File: src/rtl/score_accum_pkg.sv
// Shared types and defaults for the multi-team score accumulator.
package score_pkg;
  localparam int PTS_W         = 2;
  localparam int DEF_WIDTH     = 7;
  localparam int DEF_MAX_SCORE = 127;

  typedef enum logic [1:0] {
    IDLE  = 2'd0,
    CALC  = 2'd1,
    WRITE = 2'd2
  } state_t;
endpackage

File: src/rtl/score_accum_addsub_sat.sv
// Combinational add/subtract of a 0..3 point operand with clamping to [0, MAX_SCORE].
module addsub_sat
  import score_pkg::*;
#(
  parameter int WIDTH     = DEF_WIDTH,
  parameter int MAX_SCORE = DEF_MAX_SCORE
) (
  input  logic [WIDTH-1:0] score,
  input  logic [PTS_W-1:0] pts,
  input  logic             sub,
  output logic [WIDTH-1:0] result,
  output logic             clamp
);

  localparam logic [WIDTH:0] MAX_EXT = (WIDTH+1)'(MAX_SCORE);

  logic [WIDTH:0] ext_score;
  logic [WIDTH:0] ext_pts;
  logic [WIDTH:0] sum;
  logic [WIDTH:0] diff;

  // One guard bit: the sum can pass MAX_SCORE and the difference can borrow.
  always_comb begin
    ext_score = {1'b0, score};
    ext_pts   = (WIDTH+1)'(pts);
    sum       = ext_score + ext_pts;
    diff      = ext_score - ext_pts;
    result    = score;
    clamp     = 1'b0;
    if (sub) begin
      if (diff[WIDTH]) begin
        result = '0;
        clamp  = 1'b1;
      end else begin
        result = diff[WIDTH-1:0];
      end
    end else begin
      if (sum > MAX_EXT) begin
        result = MAX_EXT[WIDTH-1:0];
        clamp  = 1'b1;
      end else begin
        result = sum[WIDTH-1:0];
      end
    end
  end

endmodule

File: src/rtl/score_accum.sv
// Registered multi-team score accumulator with valid/ready updates and saturation.
// Optional one-level per-team undo history enabled by SCORE_ACCUM_UNDO_EN.
//   state | meaning
//   IDLE  | ready, waiting for an update request
//   CALC  | compute result/clamp for the captured request
//   WRITE | commit result or reject, pulse done/err
module score_accum
  import score_pkg::*;
#(
  parameter int WIDTH     = DEF_WIDTH,
  parameter int N_TEAMS   = 2,
  parameter int MAX_SCORE = DEF_MAX_SCORE,
  parameter int TEAM_W    = (N_TEAMS > 1) ? $clog2(N_TEAMS) : 1
) (
  input  logic                     clk,
  input  logic                     rst,
  input  logic                     clr,
  input  logic                     upd_valid,
  output logic                     upd_ready,
  input  logic [TEAM_W-1:0]        upd_team,
  input  logic [PTS_W-1:0]         upd_pts,
  input  logic                     upd_sub,
  input  logic                     upd_undo,
  output logic                     upd_done,
  output logic                     upd_err,
  output logic [N_TEAMS*WIDTH-1:0] score,
  output logic [N_TEAMS-1:0]       sat_flag
);

  state_t state_q, state_d;

  logic [TEAM_W-1:0] req_team;
  logic [PTS_W-1:0]  req_pts;
  logic              req_sub;
  logic              req_undo;

  logic [WIDTH-1:0]  res_q;
  logic              clamp_q;
  logic              rej_q;

  logic [WIDTH-1:0]  cur_score;
  logic              team_ok;
  logic [WIDTH-1:0]  hist_sel;
  logic              hist_ok;
  logic [WIDTH-1:0]  as_result;
  logic              as_clamp;

`ifdef SCORE_ACCUM_UNDO_EN
  logic [WIDTH-1:0]   hist_q [N_TEAMS];
  logic [N_TEAMS-1:0] hist_v;
`endif

  always_ff @(posedge clk) begin
    if (rst || clr) state_q <= IDLE;
    else            state_q <= state_d;
  end

  always_comb begin
    state_d   = state_q;
    upd_ready = 1'b0;
    unique case (state_q)
      IDLE: begin
        upd_ready = 1'b1;
        if (upd_valid) state_d = CALC;
      end
      CALC:    state_d = WRITE;
      WRITE:   state_d = IDLE;
      default: state_d = IDLE;
    endcase
  end

  // Out-of-range team indices match nothing, leaving team_ok low.
  always_comb begin
    cur_score = '0;
    team_ok   = 1'b0;
    hist_sel  = '0;
    hist_ok   = 1'b0;
    for (int i = 0; i < N_TEAMS; i++) begin
      if (req_team == TEAM_W'(i)) begin
        cur_score = score[i*WIDTH +: WIDTH];
        team_ok   = 1'b1;
`ifdef SCORE_ACCUM_UNDO_EN
        hist_sel  = hist_q[i];
        hist_ok   = hist_v[i];
`endif
      end
    end
  end

  addsub_sat #(
    .WIDTH     (WIDTH),
    .MAX_SCORE (MAX_SCORE)
  ) u_addsub_sat (
    .score  (cur_score),
    .pts    (req_pts),
    .sub    (req_sub),
    .result (as_result),
    .clamp  (as_clamp)
  );

  always_ff @(posedge clk) begin
    upd_done <= 1'b0;
    upd_err  <= 1'b0;
    if (rst || clr) begin
      score    <= '0;
      sat_flag <= '0;
      req_team <= '0;
      req_pts  <= '0;
      req_sub  <= 1'b0;
      req_undo <= 1'b0;
      res_q    <= '0;
      clamp_q  <= 1'b0;
      rej_q    <= 1'b0;
`ifdef SCORE_ACCUM_UNDO_EN
      hist_v   <= '0;
`endif
    end else begin
      unique case (state_q)
        IDLE: begin
          if (upd_valid) begin
            req_team <= upd_team;
            req_pts  <= upd_pts;
            req_sub  <= upd_sub;
            req_undo <= upd_undo;
          end
        end
        CALC: begin
          res_q   <= req_undo ? hist_sel : as_result;
          clamp_q <= req_undo ? 1'b0 : as_clamp;
          rej_q   <= !team_ok || (req_undo && !hist_ok);
        end
        WRITE: begin
          if (rej_q) begin
            upd_err <= 1'b1;
          end else begin
            upd_done <= 1'b1;
            for (int i = 0; i < N_TEAMS; i++) begin
              if (req_team == TEAM_W'(i)) begin
                score[i*WIDTH +: WIDTH] <= res_q;
                if (!req_undo) sat_flag[i] <= sat_flag[i] | clamp_q;
`ifdef SCORE_ACCUM_UNDO_EN
                // An undo consumes the history so a second undo is rejected.
                if (req_undo) begin
                  hist_v[i] <= 1'b0;
                end else begin
                  hist_q[i] <= score[i*WIDTH +: WIDTH];
                  hist_v[i] <= 1'b1;
                end
`endif
              end
            end
          end
        end
        default: ;
      endcase
    end
  end

endmodule

File: config.mk
export PLATFORM = sky130hd
export DESIGN_NAME = score_accum
export DESIGN_NICKNAME = d
export VERILOG_FILES = /design/src/rtl/score_accum_pkg.sv /design/src/rtl/score_accum_addsub_sat.sv /design/src/rtl/score_accum.sv
export SDC_FILE = /design/constraint.sdc
export NUM_CORES = 1
export LEC_CHECK = 0
export ABC_AREA = 1
export ABC_CLOCK_PERIOD_IN_PS = 1900
export BUFFER_PORTS_ARGS = -buffer_cell sky130_fd_sc_hd__buf_2
export CAP_MARGIN = 30
export CORE_ASPECT_RATIO = 0.5
export CORE_UTILIZATION = 25
export DETAILED_ROUTE_END_ITERATION = 10
export PLACE_DENSITY = 0.49
export SYNTH_ARGS = -nofsm -noshare
export SYNTH_HDL_FRONTEND = slang
export SYNTH_HIERARCHICAL = 1
export SYNTH_SLANG_ARGS = --single-unit
File: constraint.sdc
create_clock -name clk -period 1.9 [get_ports clk]
set_input_delay 0.38 -clock clk [delete_from_list [all_inputs] [get_ports clk]]
set_output_delay 0.38 -clock clk [all_outputs]
set_load 0.01 [all_outputs]
Yosys cells after proc, flatten, opt, wreduce, memory -nomap -nowiden
Cells that the tools add are included.

Register bits after elaboration: 34. Output and inout port bits: 19. Input bits: 9. Word-level logic and storage cells: 48.

Eq/ne operators: 3. Order comparisons: 1. Reductions and logical operators: 8. Bitwise logic cells: 6. Muxes and demuxes: 14. Add/subtract/negate cells: 2.

Operators by type and width (count): 7-bit two-way mux (5); 7-bit by 2-bit adder with 8-bit output (1); 8-bit by 7-bit greater-than comparator with 1-bit output, second input constant (1); 4-bit AND reduction (2); 7-bit by 2-bit subtractor with 8-bit output (1); 1-bit two-way mux (7); 3-bit AND reduction (2); 1-bit NOT (4); 2-bit case mux with 2 select lines (1); 2-bit by 1-bit equality test with 1-bit output, second input constant (1); 2-bit equality test, second input constant (1); 2-bit zero test (1); 2-bit two-way mux (1); 2-bit inequality test, second input constant (1); 1-bit bitwise OR (2); 2-bit AND reduction (1); 2-bit OR reduction (1); 1-bit logical OR (1).

Depth between registers and ports, before layout
Depth after elaboration: 6. Depth in mapped cells: 14.

By module
Netlist, hierarchy kept.

By module, submodules not included: score_accum (instances 1, cells an instance 199, area each 1400.1 sq um, seq. area each 680.7 sq um); addsub_sat (instances 1, cells an instance 93, area each 490.5 sq um, seq. area each 0.0 sq um).

Worst setup path after synthesis
Ideal clock, no wire load.

Kind: flip-flop to flip-flop. From: register req_team. To: register res_q[6]. Required time: 1.786 ns. Path slack: -0.033 ns. Setup time: 0.114 ns. Path buffers: 1. Stages on the path, launching flop included: 15. Arrival time: 1.818 ns. Cells stage by stage: dfxtp_1 > buf_4 > nand2_1 > nand2_1 > ha_1 > inv_1 > fa_1 > nor2_2 > nand2_1 > nor2_1 > nand2_1 > nand2_1 > nand2_1 > nand3_1 > nand2_1.

Word-level cells in the longest chain between the ends: 6. Elaborated cells between the ends (all ways): 8. Those cells by class: add/sub (2); order compare (1); mux (5).

Ends and longest elaborated chain: from (decl) (line score_accum.sv:32) `logic [TEAM_W-1:0] req_team;`; from (signal assigned) (line score_accum.sv:121) `req_team <= upd_team;`; 7-bit two-way mux (*) (line score_accum.sv:79) `if (req_team == TEAM_W'(i)) begin`; named net cur_score[0] (line score_accum.sv:41) `logic [WIDTH-1:0] cur_score;`; 7-bit by 2-bit adder with 8-bit output (line score_accum_addsub_sat.sv:26) `sum = ext_score + ext_pts;`; 8-bit by 7-bit greater-than comparator with 1-bit output (line score_accum_addsub_sat.sv:38) `if (sum > MAX_EXT) begin`; 7-bit two-way mux (line score_accum_addsub_sat.sv:38); 7-bit two-way mux (*) (line score_accum_addsub_sat.sv:30) `if (sub) begin`; named net as_result[6] (line score_accum.sv:45) `logic [WIDTH-1:0] as_result;`; 7-bit two-way mux (*) (line score_accum.sv:128) `res_q <= req_undo ? hist_sel : as_result;`; to (signal assigned) (line score_accum.sv:128); to (decl) (line score_accum.sv:37) `logic [WIDTH-1:0] res_q;`.

Mark *: on every way through the listed nets, which the timed path passes. The rest lies on a longest branch. A chain may end at the register's enable or synchronous reset.

Final worst setup path
Same ends and word-level chain as after synthesis.

==> results.sh <==
export IMPL_place_congestion=0.732
export IMPL_viasPerCell=4.40
export IMPL_synth_net_count=307
export IMPL_vias=1891
export IMPL_number_of_remaining_drc_errors=2
export IMPL_skew_pair_late_insertion_delay_ps=280
export IMPL_core_area_um2=6990
export IMPL_detail_route_iter0_violations=85
export IMPL_synth_top_family_by_area="simple AND/OR/NAND/NOR gates"
export IMPL_syn_mean_instance_area_um2=6.47
export IMPL_grt_overflow=0
export IMPL_async_reset_ff_share_pct=0
export IMPL_simple_logic_cell_fraction_of_the_synthesized_area_pct=44.4
export IMPL_worst_setup_path_start_kind="flop"
export IMPL_cp_data_required_time_ps=2070
export IMPL_tritoncts_num_sinks=34
export IMPL_pin_count_of_the_biggest_net_entering_global_routing=23
export IMPL_fin_skew_ps=2.89
export IMPL_xor_xnor_cell_area_share_of_the_yosys_netlist_pct=0.927
export IMPL_worst_slack_ps=81.5
export IMPL_syn_to_final_growth_pct=31.1
export IMPL_hold_path_startpoint="upd_pts[1]"
export IMPL_grt_usage_pct=13.5
export IMPL_drive_gt1_share_pct=25.7
export IMPL_ys_types=26
export IMPL_die_area_um2=7930
export IMPL_synth_mux_area_fraction_pct=0
export IMPL_finalWorstPathRequiredPeriod_ps=1820
export IMPL_final_hold_viol_count=0
export IMPL_critical_path_reg2reg_endpoint="res_q[6]"
export IMPL_r2r_setup_slack_ps=80
export IMPL_ioPinCount=28
export IMPL_first_global_vias=1761
export IMPL_post_synth_top_area_share_pct=36.0
export IMPL_run_status="finished, violations left"
export IMPL_synth_seq_area_share_pct=36.0
export IMPL_dp_hpwl_um=3790
export IMPL_min_delay_path_class="in2reg"
export IMPL_static_leakage_power_nw=1.11
export IMPL_timing_reg2reg_worst_path_depth=14
export IMPL_buffer_ports_inserted=27
export IMPL_rsz0062_at_grt="true"
export IMPL_wl_per_cell_um=11.4
export IMPL_worstSetupEndpoint="res_q[6]"
export IMPL_part_of_the_cycle_the_worst_path_needs_pct=95.7
export IMPL_crit_path_end_kind="flop"
export IMPL_clock_path_buffers=2
export IMPL_critical_path_peak_fanout=4
export IMPL_synth_warn=6
export IMPL_share_of_the_synthesized_area_in_compound_gates_ao_oa_aoi_oai_pct=5.03
export IMPL_syn_area_um2=1890
export IMPL_critPathSlowestCell="sky130_fd_sc_hd__fa_2"
export IMPL_synth_ff_type="sky130_fd_sc_hd__dfxtp_1"
export IMPL_worst_slew_margin_rel_pct=60.2
export IMPL_diodes=0
export IMPL_critical_path_s_top_delay_family="simple AND/OR/NAND/NOR gates"
export IMPL_synth_seq_cells=34
export IMPL_yosys_area_share_adder_pct=4.77
export IMPL_clock_root_buffer="sky130_fd_sc_hd__clkbuf_16"
export IMPL_syn_inst=292
export IMPL_vdd_ir_drop_max_v=0.000238
export IMPL_clock_tree_from_tritoncts="built"
export IMPL_cp_arrival_ps=1990
export IMPL_cts_made_buffers=5
export IMPL_worst_pin_slew_ps=597
export IMPL_worst_path_buf_inv=3
export IMPL_critical_path_class="reg2reg"
export IMPL_synth_top_cell_by_area="sky130_fd_sc_hd__dfxtp_1"
export IMPL_timing_max_transition_violations_final=0
export IMPL_number_of_antenna_violations_at_the_first_check_in_global_routing=0
export IMPL_crit_path_max_incr_delay_ps=420
export IMPL_final_net_count=352
export IMPL_power_per_cell_area_nw_per_um2=724
export IMPL_whs_ps=350
export IMPL_firstDrtPassIters=7
export IMPL_failed_checks="design-rule violations"
export IMPL_critical_path_most_common_cell="sky130_fd_sc_hd__nand2_1"
export IMPL_post_place_ws_ps=-67.1
export IMPL_drt_antenna_violating_nets=0
export IMPL_synth_top_cells_by_area="sky130_fd_sc_hd__dfxtp_1 (36%), sky130_fd_sc_hd__nand2_1 (18%), sky130_fd_sc_hd__nand3_1 (9.8%)"
export IMPL_grt_pass1_wl_um=8360
export IMPL_synth_top_cells_by_count="sky130_fd_sc_hd__nand2_1 (89), sky130_fd_sc_hd__nor2_1 (45), sky130_fd_sc_hd__nand3_1 (37)"
export IMPL_number_of_enable_type_register_cells_in_the_synthesized_netlist=0
export IMPL_synth_most_common_cell="sky130_fd_sc_hd__nand2_1"
export IMPL_drt_total_wl_um=4890
export IMPL_clock_tree_htree_level_count=2
export IMPL_max_cap_violation_count=0
export IMPL_floorplan_die_width_um=125
export IMPL_crit_path_cell_trace="inv_4 > buf_6 > nand2_4 > nand2_4 > inv_4 > fa_2 > nor2_4 > nand2_2 > nor2_1 > nand2_1 > nand2_1 > nand2_1 > nand3_1 > nand2_1"
export IMPL_maxClockFrequency_mhz=550
export IMPL_effective_utilization_at_floorplan_pct=27.0
export IMPL_worst_r2r_startpoint="req_team"
export IMPL_finalSetupViolCount=0
export IMPL_clk_transition_reported_paths_ps=50
export IMPL_die_height_um=63.5
export IMPL_worst_setup_path_startpoint="req_team"
export IMPL_cp_num_cells=14
export IMPL_rows=21
==> layout by cell type (no fill, tap or decap), drive strengths merged <==
cell type / synthesis / routed
nand2: 91 / 91
nor2: 57 / 57
buf: 6 / 45
nand3: 39 / 39
dfxtp: 34 / 34
inv: 32 / 32
a21oi: 11 / 11
o21ai: 8 / 8
clkbuf: 1 / 7
ha: 4 / 4
nand4: 2 / 2
fa: 2 / 2
clkinv: 1 / 1
bufinv: 0 / 1
nor3: 1 / 1
xor2: 1 / 1
xnor2: 1 / 1
or2: 1 / 1
==> report_power, final <==
| part | internal [mW] | total, mW | leakage (nW) | switching, mW |
|---|---|---|---|---|
| clock network | 0.620 | 0.920 | 0.0781 | 0.300 |
| registers | 0.721 | 0.730 | 0.275 | 0.00909 |
| logic | 0.0531 | 0.144 | 0.760 | 0.0908 |
==> worst register-to-register path, delay by kind of cell (launching register included) <==
kind | cells | cell delay (ps)
fa+ha+maj | 1 | 420
flops | 1 | 360
buf+inv | 3 | 210
simple gates | 10 | 730
==> what timing repair did <==
action | CTS | global route
endpoints found under the setup margin | 7 | 8
cloned | 0 | 0
pin swaps | 2 | 10
buffers inserted | 0 | 3
hold buffers | 0 | 0
gates resized for setup | 3 | 23
==> state kept, by name, summed over array words and instances, names as in the netlist <==
name and count:
res_q 7, upd_done 1, score 14, upd_err 1, req_pts 2, req_team 1
state_q 2, rej_q 1, req_sub 1, req_undo 1, clamp_q 1, sat_flag 2
==> through the flow <==
step                      TNS (ps)  cells  instance area (µm²)  power (mW)  utilization [%]
after floorplan                  0    292                 1890       0.837                -
after global placement        -104    419                 2210       0.879             31.7
after detailed placement      -203    419                 2210       0.881             31.7
after CTS                        0    427                 2380        1.81             34.0
after global routing         -67.7    430                 2480        1.87             35.5
final                            0    430                 2480        1.79             35.5
==> metal layers <==
layer | up-vias | GRT usage (%) | share of wire [%]
met5 | - | 0 | 0
met4 | 0 | 5.03 | 1.3
met3 | 7 | 3.40 | 3.7
met2 | 21 | 20.7 | 42
met1 | 861 | 18.1 | 53
li1 | 1002 | - | -
==> how the worst min path moves through the flow <==
stage / end / slack [ps] / cells after the start
2_1_floorplan: res_q[5] / 430 / 2
3_3_place_gp: sat_flag[0] / 440 / 2
3_5_place_dp: res_q[4] / 440 / 2
4_1_cts: req_pts[1] / 350 / 3
5_1_grt: req_undo / 370 / 3
6_report: req_pts[1] / 350 / 3
==> logic make-up after synthesis <==
family,Yosys count
AO/OA/AOI/OAI,19
XOR/XNOR,2
adder cells (fa/ha/maj),6
buffers and inverters,40
flip-flops,34
AND/OR/NAND/NOR,191
==> final cells by class <==
| type | count | area [µm²] |
|---|---|---|
| clock buffers | 7 | 133 |
| flip-flops and latches | 34 | 684 |
| clock inverters | 1 | 30.0 |
| multi-input cells | 218 | 1110 |
| inverters | 33 | 129 |
| well taps | 92 | 115 |
| repair buffers | 45 | 278 |
| fillers | 769 | 4510 |
Note: power is estimated with default switching activity, not from simulation.
